### config.mk
export PLATFORM = sky130hd
export DESIGN_NAME = ternary_mvm_stream_flat
export DESIGN_NICKNAME = d
export VERILOG_FILES = /design/src/rtl/ternary_mvm_stream_if.sv /design/src/rtl/ternary_mvm_stream.sv /design/src/flat_wrapper.sv
export SDC_FILE = /design/constraint.sdc
export NUM_CORES = 1
export LEC_CHECK = 0
export CAP_MARGIN = 0
export CORE_UTILIZATION = 46
export CTS_CLUSTER_DIAMETER = 200
export DETAILED_ROUTE_END_ITERATION = 10
export GPL_TIMING_DRIVEN = 0
export HOLD_SLACK_MARGIN = 0.15
export PLACE_DENSITY = 0.69
export SLEW_MARGIN = 20
export SYNTH_ARGS = -nofsm -noshare
export SYNTH_HDL_FRONTEND = slang
export SYNTH_SLANG_ARGS = --single-unit
export TNS_END_PERCENT = 5
### constraint.sdc
create_clock -name clk -period 15.6 [get_ports clk]
set_input_delay 3.12 -clock clk [delete_from_list [all_inputs] [get_ports clk]]
set_output_delay 3.12 -clock clk [all_outputs]
set_load 0.05 [all_outputs]
### src/rtl/ternary_mvm_stream_if.sv
// ---------------------------------------------------------------------------
// ternary_mvm_stream_if
//   Bundles the command channel, result channel and status lines of the
//   ternary matrix-vector engine.
//
//   cmd_valid / cmd_data[15:0] / cmd_ready : command or data beat, valid/ready
//   out_valid / out_data / out_last / out_ready : signed row result, valid/ready
//   busy : engine not idle
//   err  : one-cycle pulse after an unrecognised header
//
//   Modports: slave = engine side, master = command/result consumer side.
// ---------------------------------------------------------------------------
interface ternary_mvm_stream_if #(
  parameter int ACC_WIDTH = 13
);
  logic                 cmd_valid;
  logic [15:0]          cmd_data;
  logic                 cmd_ready;
  logic                 out_valid;
  logic [ACC_WIDTH-1:0] out_data;
  logic                 out_last;
  logic                 out_ready;
  logic                 busy;
  logic                 err;

  modport slave (
    input  cmd_valid, cmd_data, out_ready,
    output cmd_ready, out_valid, out_data, out_last, busy, err
  );

  modport master (
    output cmd_valid, cmd_data, out_ready,
    input  cmd_ready, out_valid, out_data, out_last, busy, err
  );
endinterface

### src/rtl/ternary_mvm_stream.sv
// ---------------------------------------------------------------------------
// ternary_mvm_stream
//   Ternary matrix-vector engine. Holds an OUT_LEN x IN_LEN matrix of
//   {-1, 0, +1} weights, accumulates a stream of signed activations against
//   it (all active rows in parallel, one activation per beat) and streams the
//   active row results back over a valid/ready channel.
//
//   Headers (decoded only when idle, cmd_data[15:12]):
//     0xA LOAD  : set active dims from [11:6] / [5:0] (+1, clamped), clear
//                 weights, then accept row-major weight beats (8 lanes/beat)
//     0xF MULT  : clear accumulators, then accept n_in activations, then drain
//     0xB READ  : drain the retained accumulators again
//     0x0 NOP   : nothing
//     other     : consumed, err pulses
//
//   Ports:
//     clk : clock, all state on the rising edge
//     rst : asynchronous, active-high reset
//     bus : ternary_mvm_stream_if.slave (command, result, busy, err)
// ---------------------------------------------------------------------------
module ternary_mvm_stream #(
  parameter int IN_LEN    = 16,
  parameter int OUT_LEN   = 8,
  parameter int IN_WIDTH  = 8,
  parameter int ACC_WIDTH = IN_WIDTH + $clog2(IN_LEN) + 1
) (
  input  logic                  clk,
  input  logic                  rst,
  ternary_mvm_stream_if.slave   bus
);

  // Counters and dimensions all share one width: enough to hold 64.
  localparam int CNT_W = 7;
  localparam logic [CNT_W-1:0] IN_LEN_C  = CNT_W'(IN_LEN);
  localparam logic [CNT_W-1:0] OUT_LEN_C = CNT_W'(OUT_LEN);

  typedef enum logic [1:0] {
    S_IDLE,
    S_LOAD,
    S_ACCUM,
    S_DRAIN
  } state_t;

  state_t           state_q, state_d;
  logic [CNT_W-1:0] n_in_q,  n_in_d;
  logic [CNT_W-1:0] n_out_q, n_out_d;
  logic [CNT_W-1:0] row_q,   row_d;    // weight row in LOAD, result row in DRAIN
  logic [CNT_W-1:0] col_q,   col_d;    // 8-lane chunk within a row in LOAD
  logic [CNT_W-1:0] idx_q,   idx_d;    // activation index in ACCUM
  logic             err_q,   err_d;

  // Single-cycle strobes from the FSM into the datapath.
  logic clr_w;
  logic clr_acc;
  logic load_beat;
  logic acc_beat;

  logic                 cmd_ready;
  logic                 accept;
  logic [3:0]           nibble;
  logic [CNT_W-1:0]     hdr_n_in;
  logic [CNT_W-1:0]     hdr_n_out;
  logic [CNT_W-1:0]     n_chunks;
  logic [ACC_WIDTH-1:0] x_ext;

  logic signed [ACC_WIDTH-1:0] acc_all [OUT_LEN];
  logic signed [ACC_WIDTH-1:0] acc_rd;

  assign cmd_ready = (state_q != S_DRAIN);
  assign accept    = bus.cmd_valid && cmd_ready;
  assign nibble    = bus.cmd_data[15:12];

  assign hdr_n_in  = {1'b0, bus.cmd_data[11:6]} + CNT_W'(1);
  assign hdr_n_out = {1'b0, bus.cmd_data[5:0]}  + CNT_W'(1);

  // Beats per weight row: ceil(n_in / 8).
  assign n_chunks  = (n_in_q + CNT_W'(7)) >> 3;

  assign x_ext = {{(ACC_WIDTH-IN_WIDTH){bus.cmd_data[IN_WIDTH-1]}},
                  bus.cmd_data[IN_WIDTH-1:0]};

  // -------------------------------------------------------------------------
  // FSM state register
  // -------------------------------------------------------------------------
  always_ff @(posedge clk or posedge rst) begin
    if (rst) begin
      state_q <= S_IDLE;
      n_in_q  <= IN_LEN_C;
      n_out_q <= OUT_LEN_C;
      row_q   <= '0;
      col_q   <= '0;
      idx_q   <= '0;
      err_q   <= 1'b0;
    end else begin
      state_q <= state_d;
      n_in_q  <= n_in_d;
      n_out_q <= n_out_d;
      row_q   <= row_d;
      col_q   <= col_d;
      idx_q   <= idx_d;
      err_q   <= err_d;
    end
  end

  // -------------------------------------------------------------------------
  // FSM next state and datapath strobes
  // -------------------------------------------------------------------------
  always_comb begin
    state_d   = state_q;
    n_in_d    = n_in_q;
    n_out_d   = n_out_q;
    row_d     = row_q;
    col_d     = col_q;
    idx_d     = idx_q;
    err_d     = 1'b0;
    clr_w     = 1'b0;
    clr_acc   = 1'b0;
    load_beat = 1'b0;
    acc_beat  = 1'b0;

    case (state_q)
      S_IDLE: begin
        if (accept) begin
          case (nibble)
            4'hA: begin
              n_in_d  = (hdr_n_in  > IN_LEN_C)  ? IN_LEN_C  : hdr_n_in;
              n_out_d = (hdr_n_out > OUT_LEN_C) ? OUT_LEN_C : hdr_n_out;
              row_d   = '0;
              col_d   = '0;
              clr_w   = 1'b1;
              state_d = S_LOAD;
            end
            4'hF: begin
              idx_d   = '0;
              clr_acc = 1'b1;
              state_d = S_ACCUM;
            end
            4'hB: begin
              row_d   = '0;
              state_d = S_DRAIN;
            end
            4'h0: ;
            default: err_d = 1'b1;
          endcase
        end
      end

      S_LOAD: begin
        if (accept) begin
          load_beat = 1'b1;
          if (col_q == n_chunks - CNT_W'(1)) begin
            col_d = '0;
            if (row_q == n_out_q - CNT_W'(1)) begin
              row_d   = '0;
              state_d = S_IDLE;
            end else begin
              row_d = row_q + CNT_W'(1);
            end
          end else begin
            col_d = col_q + CNT_W'(1);
          end
        end
      end

      S_ACCUM: begin
        if (accept) begin
          acc_beat = 1'b1;
          if (idx_q == n_in_q - CNT_W'(1)) begin
            idx_d   = '0;
            row_d   = '0;
            state_d = S_DRAIN;
          end else begin
            idx_d = idx_q + CNT_W'(1);
          end
        end
      end

      S_DRAIN: begin
        if (bus.out_ready) begin
          if (row_q == n_out_q - CNT_W'(1)) begin
            row_d   = '0;
            state_d = S_IDLE;
          end else begin
            row_d = row_q + CNT_W'(1);
          end
        end
      end

      default: state_d = S_IDLE;
    endcase
  end

  // -------------------------------------------------------------------------
  // Per-row weight storage and accumulator
  // -------------------------------------------------------------------------
  for (genvar gi = 0; gi < OUT_LEN; gi++) begin : g_row
    logic [1:0]                  w_q [IN_LEN];
    logic [1:0]                  w_sel;
    logic signed [ACC_WIDTH-1:0] acc_q;
    logic                        row_load;
    logic                        row_active;

    assign row_load   = load_beat && (row_q == CNT_W'(gi));
    assign row_active = (CNT_W'(gi) < n_out_q);

    // Every weight is cleared by the LOAD header, so columns beyond n_in
    // (whose lanes are ignored) read back as 0.
    always_ff @(posedge clk or posedge rst) begin
      if (rst) begin
        for (int i = 0; i < IN_LEN; i++) w_q[i] <= 2'b00;
      end else if (clr_w) begin
        for (int i = 0; i < IN_LEN; i++) w_q[i] <= 2'b00;
      end else if (row_load) begin
        for (int i = 0; i < IN_LEN; i++) begin
          if ((col_q == CNT_W'(i / 8)) && (CNT_W'(i) < n_in_q))
            w_q[i] <= bus.cmd_data[2*(i%8) +: 2];
        end
      end
    end

    // Weight for the activation currently on the bus.
    always_comb begin
      w_sel = 2'b00;
      for (int i = 0; i < IN_LEN; i++) begin
        if (idx_q == CNT_W'(i)) w_sel = w_q[i];
      end
    end

    // 01 adds, 11 subtracts, 00 and the spare code 10 both hold.
    always_ff @(posedge clk or posedge rst) begin
      if (rst) begin
        acc_q <= '0;
      end else if (clr_acc) begin
        acc_q <= '0;
      end else if (acc_beat && row_active) begin
        case (w_sel)
          2'b01:   acc_q <= acc_q + $signed(x_ext);
          2'b11:   acc_q <= acc_q - $signed(x_ext);
          default: acc_q <= acc_q;
        endcase
      end
    end

    assign acc_all[gi] = acc_q;
  end

  // Result row select for the drain.
  always_comb begin
    acc_rd = '0;
    for (int j = 0; j < OUT_LEN; j++) begin
      if (row_q == CNT_W'(j)) acc_rd = acc_all[j];
    end
  end

  // -------------------------------------------------------------------------
  // Outputs: the drain is driven straight from state, so the result row and
  // its last flag hold naturally while the consumer stalls.
  // -------------------------------------------------------------------------
  assign bus.cmd_ready = cmd_ready;
  assign bus.busy      = (state_q != S_IDLE);
  assign bus.out_valid = (state_q == S_DRAIN);
  assign bus.out_last  = (state_q == S_DRAIN) && (row_q == n_out_q - CNT_W'(1));
  assign bus.out_data  = (state_q == S_DRAIN) ? acc_rd : '0;
  assign bus.err       = err_q;

endmodule

### src/flat_wrapper.sv
// flat-port wrapper written by rule: the top's interface ports become plain ports
module ternary_mvm_stream_flat 
#(
  parameter int IN_LEN    = 16,
  parameter int OUT_LEN   = 8,
  parameter int IN_WIDTH  = 8,
  parameter int ACC_WIDTH = IN_WIDTH + $clog2(IN_LEN) + 1
)
  (clk, rst, bus_cmd_valid, bus_cmd_data, bus_out_ready, bus_cmd_ready, bus_out_valid, bus_out_data, bus_out_last, bus_busy, bus_err);
  ternary_mvm_stream_if #(.ACC_WIDTH(ACC_WIDTH)) bus_i ();
  input  logic clk;
  input  logic rst;
  input wire logic [$bits(bus_i.cmd_valid)-1:0] bus_cmd_valid;
  input wire logic [$bits(bus_i.cmd_data)-1:0] bus_cmd_data;
  input wire logic [$bits(bus_i.out_ready)-1:0] bus_out_ready;
  output wire logic [$bits(bus_i.cmd_ready)-1:0] bus_cmd_ready;
  output wire logic [$bits(bus_i.out_valid)-1:0] bus_out_valid;
  output wire logic [$bits(bus_i.out_data)-1:0] bus_out_data;
  output wire logic [$bits(bus_i.out_last)-1:0] bus_out_last;
  output wire logic [$bits(bus_i.busy)-1:0] bus_busy;
  output wire logic [$bits(bus_i.err)-1:0] bus_err;
  assign bus_i.cmd_valid = bus_cmd_valid;
  assign bus_i.cmd_data = bus_cmd_data;
  assign bus_i.out_ready = bus_out_ready;
  assign bus_cmd_ready = bus_i.cmd_ready;
  assign bus_out_valid = bus_i.out_valid;
  assign bus_out_data = bus_i.out_data;
  assign bus_out_last = bus_i.out_last;
  assign bus_busy = bus_i.busy;
  assign bus_err = bus_i.err;
  ternary_mvm_stream #(.IN_LEN(IN_LEN), .OUT_LEN(OUT_LEN), .IN_WIDTH(IN_WIDTH), .ACC_WIDTH(ACC_WIDTH)) u_core (.clk(clk), .rst(rst), .bus(bus_i));
endmodule
==> run metrics <==
status completed; pre-CTS setup slack between 6 and 7 ns; CTS root buf clkbuf_16; via density per instance 6.49; critical path type reg2out; largest net degree at the start of global routing 108; Req. time, crit path 12.48 ns; Slew @ Worst Pin roughly 1.2 ns; vias in the first global route around 23000; EDFF count, synth 0; Placeable Area 0.0554 mm2; Main synth FF type dfrtp_1; CTS max path bufs 3; # setup viols final 0; DR WL/cell between 20 and 30 um; overall global routing resource usage a little over a third; n_diodes 0; CP Data Arrival Time around 5.9 ns; cell taking the most area after synthesis dfrtp_1; RSZ-0062 raised after global routing no; Detail Route Antenna Nets 0; post-layout worst setup margin roughly 6.5 ns; post-synthesis async set-or-reset flop share 100%; Die Width approximately 240 um; Peak supply drop ~0.11 mV; Post-CTS Repair Setup Buffers 0; I/O pin count 38; total wire length approximately 100000 um; Worst-path clk slew 0.06 ns; Slowest-stage cell, CP nor2_1; GP Congestion approximately 1; Reg area about 0.010 mm2; die height about 240 um; final core utilization 52.7%; worst-path cell chain clkbuf_1 -> or4_1 -> nor2_1 -> and2_1 -> clkbuf_1 -> buf_1 -> nor3_1 -> a221oi_1 -> a211oi_1 -> a21oi_1 -> a211oi_1 -> clkdlybuf4s50_1; Cells after Synth between 2000 and 3000; Worst Skew just over 0.04 ns; starting density of the core a little under half; Rel. slew slack 16.9%; initial antenna violation count 1; CTS Buf Count 48; Min-Delay Path Class reg2reg; crit path buf inv count 4; Area Overhead vs Synth 12.3%; nature of the critical path endpoint output port; CTS tree yes; Hold Buf Count CTS 0; post-route cell area between 0.02 and 0.03 mm2; mapped cell area roughly 0.026 mm2; clk sinks approximately 400; DRT Pass-1 Iters 6; fin. max-slew vios 0; Port Buffers 34; Cell variety after synth 95; pwr dens 178 mW/mm2; Synth Register Bits approximately 400; Hold Fails Final Rpt 0; Yosys warnings 0; Post-Route Setup TNS 0 ns; f_max around 110 MHz; Synth top area share around two fifths; htree depth 2; LEAKAGE 13.1 nW; layout cells sized above 1 a little over an eighth; Post-DP Area 0.0275 mm2; area occupied by multi-input gates 0.0151 mm2; largest stage delay on the critical path approximately 0.75 ns; Avg Cell Area, Syn approximately 9 um2; CP Launch Type register; sequential area share after synthesis between 30% and 40%; fin nets between 3000 and 4000; largest cells by area after synthesis dfrtp_1 (38%), mux2_2 (11%), ha_1 (5.6%); maxcap violations 0; Worst path top cell family by delay buffers and inverters; minimum clock period 9.06 ns; residual DRC count 0; Via Count between 20000 and 25000; Syn Nets around 3000; Max FO, Critical Path 10; first-pass GRT wire length approximately 150000 um; global route overflow 0; Post-CTS Resized 0; DIE AREA 0.0575 mm2; FILL cells ~5000; DP HPWL 77100 um; Clock Latency Late Sink roughly 0.63 ns; Final Cycle Share ~58%; Detailed Route Iter0 Violations 2871; Rows between 80 and 90
-- flip-flops by register name, summed over array words and instances (netlist names) --
signal,flops
u_core.state_q,2
u_core.bus.err,1
u_core.g_row.acc_q,104
u_core.n_out_q,7
u_core.idx_q,7
u_core.col_q,7
u_core.n_in_q,7
u_core.row_q,7
u_core.g_row.w_q,256
-- final timing paths --
| kind | from | end | slack (ns) | cells past startpoint |
|---|---|---|---|---|
| hold reg to reg | u_core.g_row[2].acc_q[12] | u_core.g_row[2].acc_q[12] | 0.49 | 1 |
| min in group asynchronous | rst | u_core.col_q[6] | 2.85 | 2 |
| hold / removal | u_core.g_row[2].acc_q[12] | u_core.g_row[2].acc_q[12] | 0.49 | 1 |
| setup / recovery | u_core.row_q[3] | bus_out_data[10] | 6.54 | 12 |
| setup reg to reg | u_core.idx_q[1] | u_core.g_row[4].acc_q[12] | 7.62 | 24 |
| max in group asynchronous | rst | u_core.g_row[2].w_q[24] | 11.37 | 4 |
-- synthesized netlist by cell type (all sizes together), types with 10 or more instances --
master	count
a222oi	13
clkbuf	134
a21oi	144
nand3b	11
a211oi	49
a21o	33
o21a	11
nand3	121
xnor2	95
dfrtp	396
o31ai	15
o21ai	203
mux2	244
and3	12
nor2	277
nor3	77
and2	29
nand2b	34
mux2i	30
or3	15
nor3b	10
a41o	10
a31oi	17
o211ai	30
inv	67
nor2b	37
a32oi	10
o22ai	15
buf	37
a2111oi	10
o221ai	13
xor2	66
nand4	10
o41ai	11
a221oi	28
ha	117
nand2	319
-- area by class of cell --
type,instances,area share [%]
Tap cell,748,3.21
Inverter,68,0.900
Timing Repair Buffer,42,1.68
Multi-Input combinational cell,2219,51.9
Clock inverter,30,1.31
Sequential cell,398,34.1
Clock buffer,59,4.57
Buffer,171,2.36
-- cell usage in the layout (no fill, tap or decap), types with 18 or more instances in the layout --
master             n
a221oi_1          27
mux2_2           244
xor2_1            66
nor3_1            71
mux2i_1           30
nor2_1           276
nor2b_1           37
a211oi_1          46
o211ai_1          30
a21oi_1          142
clkbuf_16         49
nand3_1          121
ha_1             117
a21o_1            33
clkdlybuf4s50_1   34
and2_1            18
nand2b_1          34
clkbuf_1         136
inv_1             65
o21ai_0          190
buf_2             24
nand2_1          319
dfrtp_1          396
xnor2_1           95
-- per-stage QoR --
stage | total power [W] | hold slack, ns | instances
after floorplan | 0.00310 | 0.442 | 2856
after global placement | 0.00380 | 0.463 | 3638
after detailed placement | 0.00388 | 0.470 | 3646
after CTS | 0.00512 | 0.479 | 3735
after global routing | 0.00544 | 0.498 | 3735
final | 0.00521 | 0.485 | 3735
-- routing by layer --
metal  vias up  global-route usage [%]  part of all wire (%)
li1      10500                       -                     -
met1     12100                    50.0                    43
met2      1382                    51.8                    42
met3       278                    8.39                    10
met4         0                    14.6                   4.4
met5         -                       0                     0
-- kinds of logic (layout without fill, tap and decap cells) --
group	Yosys count	after routing	synth area share, %
simple gates	983	983	17.4
compound gates	676	676	17.2
flops	398	398	38.3
mux	274	274	11.7
buf+inv	239	370	3.62
xor+xnor	161	161	5.42
fa+ha+maj	125	125	6.25
-- power by group --
group	total (W)	switching [W]	internal [W]
clock network	0.00123	0.000504	0.000729
registers	0.00164	0.000294	0.00135
logic	0.00234	0.00145	0.000885
total	0.00521	0.00225	0.00296
(Power assumes the default switching activity.)
